`src/rtl/pc_sequencer.sv`:
```
// Program counter sequencer: next-PC priority select, irq/undef trap entry with k0 return address.
// Optional trap entry counter enabled by macro PC_SEQUENCER_TRAP_CNT_EN.
module pc_sequencer #(
  parameter logic [31:0] RESET_VEC = 32'h80000000,
  parameter logic [31:0] IRQ_VEC   = 32'h80000004,
  parameter logic [31:0] ILLOP_VEC = 32'h80000008
) (
  input  logic        clk,
  input  logic        reset,
  input  logic        stall,
  input  logic        irq,
  input  logic        undef,
  input  logic        branch_taken,
  input  logic [31:0] branch_target,
  input  logic        jump,
  input  logic [25:0] jump_index,
  input  logic        jr,
  input  logic [31:0] jr_target,
  output logic [31:0] pc,
  output logic [31:0] pc_plus4,
  output logic        kernel,
  output logic        k0_we,
  output logic [31:0] k0_data,
  output logic        irq_ack,
  output logic [15:0] trap_count
);

  logic [31:0] pc_q;
  logic [31:0] pc_next;
  logic        run;
  logic        irq_take;
  logic        undef_take;
  logic [31:0] jr_dest;
  logic [31:0] jump_dest;
  logic [31:0] branch_dest;

  assign pc       = pc_q;
  assign kernel   = pc_q[31];
  assign pc_plus4 = {pc_q[31], pc_q[30:0] + 31'd4};

  assign run        = reset & ~stall;
  assign undef_take = run & undef;
  assign irq_take   = run & irq & ~undef & ~kernel;

  // User-mode targets can never set bit 31; kernel mode may clear it to drop privilege.
  assign jr_dest     = {jr_target[31] & kernel, jr_target[30:0] & 31'h7FFFFFFC};
  assign jump_dest   = {pc_q[31] & kernel, pc_q[30:28], jump_index, 2'b00};
  assign branch_dest = {branch_target[31] & kernel, branch_target[30:0]};

  assign k0_we   = (undef_take & ~kernel) | irq_take;
  assign k0_data = undef ? pc_plus4 : pc_q;
  assign irq_ack = irq_take;

  always_comb begin
    pc_next = pc_plus4;
    if (stall)             pc_next = pc_q;
    else if (undef)        pc_next = ILLOP_VEC;
    else if (irq_take)     pc_next = IRQ_VEC;
    else if (jr)           pc_next = jr_dest;
    else if (jump)         pc_next = jump_dest;
    else if (branch_taken) pc_next = branch_dest;
  end

  always_ff @(posedge clk) begin
    if (!reset) pc_q <= RESET_VEC;
    else        pc_q <= pc_next;
  end

`ifdef PC_SEQUENCER_TRAP_CNT_EN
  logic [15:0] trap_cnt_q;

  always_ff @(posedge clk) begin
    if (!reset)
      trap_cnt_q <= 16'd0;
    else if ((undef_take | irq_take) && trap_cnt_q != 16'hFFFF)
      trap_cnt_q <= trap_cnt_q + 16'd1;
  end

  assign trap_count = trap_cnt_q;
`else
  assign trap_count = 16'd0;
`endif

endmodule

```
`config.mk`:
```
export PLATFORM = sky130hd
export DESIGN_NAME = pc_sequencer
export DESIGN_NICKNAME = d
export VERILOG_FILES = /design/src/rtl/pc_sequencer.sv
export SDC_FILE = /design/constraint.sdc
export NUM_CORES = 1
export LEC_CHECK = 0
export BUFFER_PORTS_ARGS = -buffer_cell sky130_fd_sc_hd__clkbuf_2
export CAP_MARGIN = 30
export CORE_AREA = 2 2 88 90
export CTS_BUF_LIST = sky130_fd_sc_hd__clkbuf_8
export CTS_CLUSTER_SIZE = 14
export DETAILED_ROUTE_END_ITERATION = 16
export DIE_AREA = 0 0 90 92
export GPL_TIMING_DRIVEN = 0
export PLACE_DENSITY_LB_ADDON = 0.1
export SKIP_CTS_REPAIR_TIMING = 1
export SLEW_MARGIN = 20
export SYNTH_ARGS = -nofsm -noshare
export SYNTH_HDL_FRONTEND = slang
export SYNTH_SLANG_ARGS = --single-unit
```
`constraint.sdc`:
```
create_clock -name clk -period 5.4 [get_ports clk]
set_clock_uncertainty 0.05 [all_clocks]
set_input_delay 0.54 -clock clk [delete_from_list [all_inputs] [get_ports clk]]
set_output_delay 0.54 -clock clk [all_outputs]
set_load 0.02 [all_outputs]
```
# == Word-level counts from Yosys, hierarchy flattened ==
# Cells that the tools add are included.
# classes
add_sub_neg,1
n_eq_ne,1
n_mux,6
n_bitwise,12
n_reduce_logical,3
# ops
op,n
$mux 32,5
$add 31x3->31 const B,1
$mux 31,1
$and 1x1->1,8
$ne 4x2->1 const B,1
$reduce_bool 4->1,1
$not 1->1,3
$reduce_and 3->1,1
$reduce_and 2->1,1
$or 1x1->1,1
# word_totals
ff_bits,32
inputBits,98
out_inout_bits,115
word_cells,26

# == Longest topological paths before layout ==
# logic_depth
ltp_word,7
mapped_depth,7
ltp_nobuf,6

# == Worst setup path after synthesis ==
# No wires, ideal clock.
# synth_timing
kind,flip-flop to output port
startpoint,"register pc_q[2], in the netlist pc[2]"
endpoint,output k0_data[20]
arrival_time_ns,2.268
t_required_ns,4.810
path_slack_ns,2.542
stages_incl_launch_ff,7
path_buffers,0
path_cell_list,dfxtp_1 -> ha_1 -> nand3_1 -> nor4_4 -> and4_1 -> nand2_1 -> xnor2_1
# synth_between
elab_chain_cells,2
# synth_lines
item,line_no,rtl
"start, declared",28,logic [31:0] pc_q;
"start signal, assigned",66,else pc_q <= pc_next;
$add 31x3->31,39,"assign pc_plus4 = {pc_q[31], pc_q[30:0] + 31'd4};"
$mux 31,51,assign k0_data = undef ? pc_plus4 : pc_q;
"end, declared",23,"output logic [31:0] k0_data,"
# No other way between the ends.

# == Worst setup path in the final report ==
# Ends and elaborated chain as after synthesis.

==> impl_metrics.py <==
metrics = {
    "status": {
        "status": "completed",
    },
    "pwr": {
        "p_per_area_nw_per_um2": 165,
        "p_leak_uw": 0.00228,
        "vdd_drop_max_uv": 121,
        "power_uw": 783,
    },
    "cells_and_area": {
        "largest_reg_flops": 32,
        "regArea_sq_um": 641,
        "area_growth_pct": 35.8,
        "fillCellCount": 720,
        "nets": 802,
        "design_area_sq_um": 4730,
        "layout_commonest_cell": "clkbuf_2",
        "multiInputGateArea_sq_um": 2500,
        "drive_above_1_share_pct": 36.1,
        "antenna_cells": 0,
        "final_cells": 806,
        "layout_common_cells": "190 x clkbuf_2, 66 x nand2_1, 36 x xnor2_1, 36 x o21ai_0, 32 x dfxtp_1",
    },
    "sta": {
        "post-route-period-util_pct": 64.8,
        "fmax_mhz": 286,
        "holdWs_ns": 0.446,
        "slew_violations": 0,
        "tightest_slew_ns": 0.919,
        "tns_ns": 0,
        "setup_viol": 0,
        "rsz0062_at_grt": "no",
        "period_minus_slack_ns": 3.50,
        "hold_viol_final": 0,
        "slew_headroom_pct": 38.7,
    },
    "synthesis": {
        "ys.warnings.count": 0,
        "synth_edf_count": 0,
        "async_flop_share_pct": 0,
        "synth_cells": 491,
        "ys_ff_latch": 32,
        "synth_cell_types": 67,
        "syn_area_sq_um": 3490,
        "syn_avg_cell_area_sq_um": 7.10,
        "yosysSeqAreaShare_pct": 18.4,
        "synthFlopType": "dfxtp_1",
    },
    "clocking": {
        "cts_buffers": 5,
        "cts_tree": "built",
        "worstSkewPairLatency_ns": 0.30,
        "cts.sinks": 32,
        "clockRootBuffer": "clkbuf_8",
        "path_clk_slew_ns": 0.08,
        "htree_num_levels": 2,
        "clockBufferDepth": 2,
    },
    "routing": {
        "antenna_left": 0,
        "wl_per_cell_microns": 17.7,
        "num_vias": 4734,
        "remaining_drc_errors": 0,
        "via_per_inst": 5.87,
        "drt_wl_total_microns": 14300,
        "drt_iter0_drc": 365,
        "drt-pass1-iter-count": 5,
    },
    "flow_run": {
        "maxCapViolations": 0,
    },
    "global_routing": {
        "grt_max_degree": 12,
        "globalRouteTotalUtil_pct": 32.6,
        "grt_overflow": 0,
        "grt_pass1_wl_microns": 21500,
        "grt_pass1_vias": 4297,
        "antenna_found_initial": 0,
    },
    "floorplan": {
        "initial_core_util_pct": 46.8,
        "rows": 32,
        "die_h_microns": 92,
        "core_area_sq_um": 7450,
        "dieWidth_microns": 90,
        "dieArea_sq_um": 8280,
        "pin_count": 213,
    },
    "place": {
        "gp_congestion": 0.927,
        "io_buffers": 190,
        "placed_area_sq_um": 4620,
        "hpwl_microns": 10900,
        "dpl.cell_count": 798,
    },
    "worst_setup_path": {
        "path_class": "register to output port",
        "startpoint_type": "register",
        "end_kind": "output port",
        "required_ns": 4.81,
        "crit_fanout": 10,
        "arrival_ns": 2.91,
    },
    "worst_hold_path": {
        "hold_path_class": "input port to register",
    },
}
==> path summary, 6_finish.rpt <==
kind | to | cells past startpoint | slack (ns) | from
max | k0_data[20] | 7 | 1.90 | pc[2]
min | pc[1] | 3 | 0.45 | branch_target[1]
max reg2reg | pc[26] | 6 | 2.78 | pc[2]
min reg2reg | pc[0] | 2 | 0.46 | pc[0]
==> per-layer routing <==
metal	vias up	part of all wire (%)	track usage (%)
met1	2206	38	38.6
li1	2171	-	-
met2	308	48	56.3
met4	0	3.5	16.0
met3	49	10	6.66
met5	-	0	0
==> cell families after synthesis <==
logic type	Yosys count	share of synthesized area, %
simple gates	203	31.5
compound gates	124	24.4
buf+inv	77	11.6
xor+xnor	49	12.5
flops	32	18.4
mux	4	1.18
fa+ha+maj	1	0.359
other cells	1	0.108
==> area by class of cell <==
cell class / instances / share of cell area (%)
multi-input cells: 397 / 52.8
repair buffers: 190 / 20.1
flip-flops and latches: 32 / 13.5
plain buffers: 66 / 7.67
well taps: 102 / 2.70
clock buffers: 5 / 1.45
clock inverters: 3 / 0.899
inverters: 11 / 0.873
==> through the flow <==
stage | worst slack [ns] | utilization [%]
after floorplan | 2.54 | -
after global placement | 2.28 | 62.0
after detailed placement | 2.26 | 62.0
after CTS | 1.93 | 63.5
after global routing | 1.73 | 63.5
final | 1.90 | 63.5
==> synthesized netlist by cell type (6+ instances only) <==
cell      count  area [sq um]
buf_4        28           210
o22ai_1      12          75.1
inv_1        10          37.5
xor2_1       12           105
dfxtp_1      32           641
nand4_1      17           106
nor2_1       21          78.8
a21oi_1      14          70.1
a221o_1       7          70.1
clkbuf_1     27           101
or2_2         6          37.5
nor3_1       14          70.1
buf_2         8          40.0
and3_1       10          62.6
a31oi_1       8          50.1
nand2_1      66           248
xnor2_1      36           315
o21ai_0      36           180
nand2b_1      8          50.1
nand3_1      27           135
==> report_power, final <==
group | total (uW) | internal, uW | switching, uW
combinational | 280 | 104 | 175
clock | 243 | 137 | 106
sequential | 261 | 247 | 14.2
total | 783 | 488 | 295
==> worst max-delay path, stage by stage (launching register included) <==
cell	delay, ns
dfxtp_1	0.52
ha_1	0.28
nand3_1	0.31
nor4_4	0.72
and4_1	0.36
nand2_1	0.08
xnor2_1	0.17
clkbuf_2	0.19
Power figures use the tool's default switching activity.
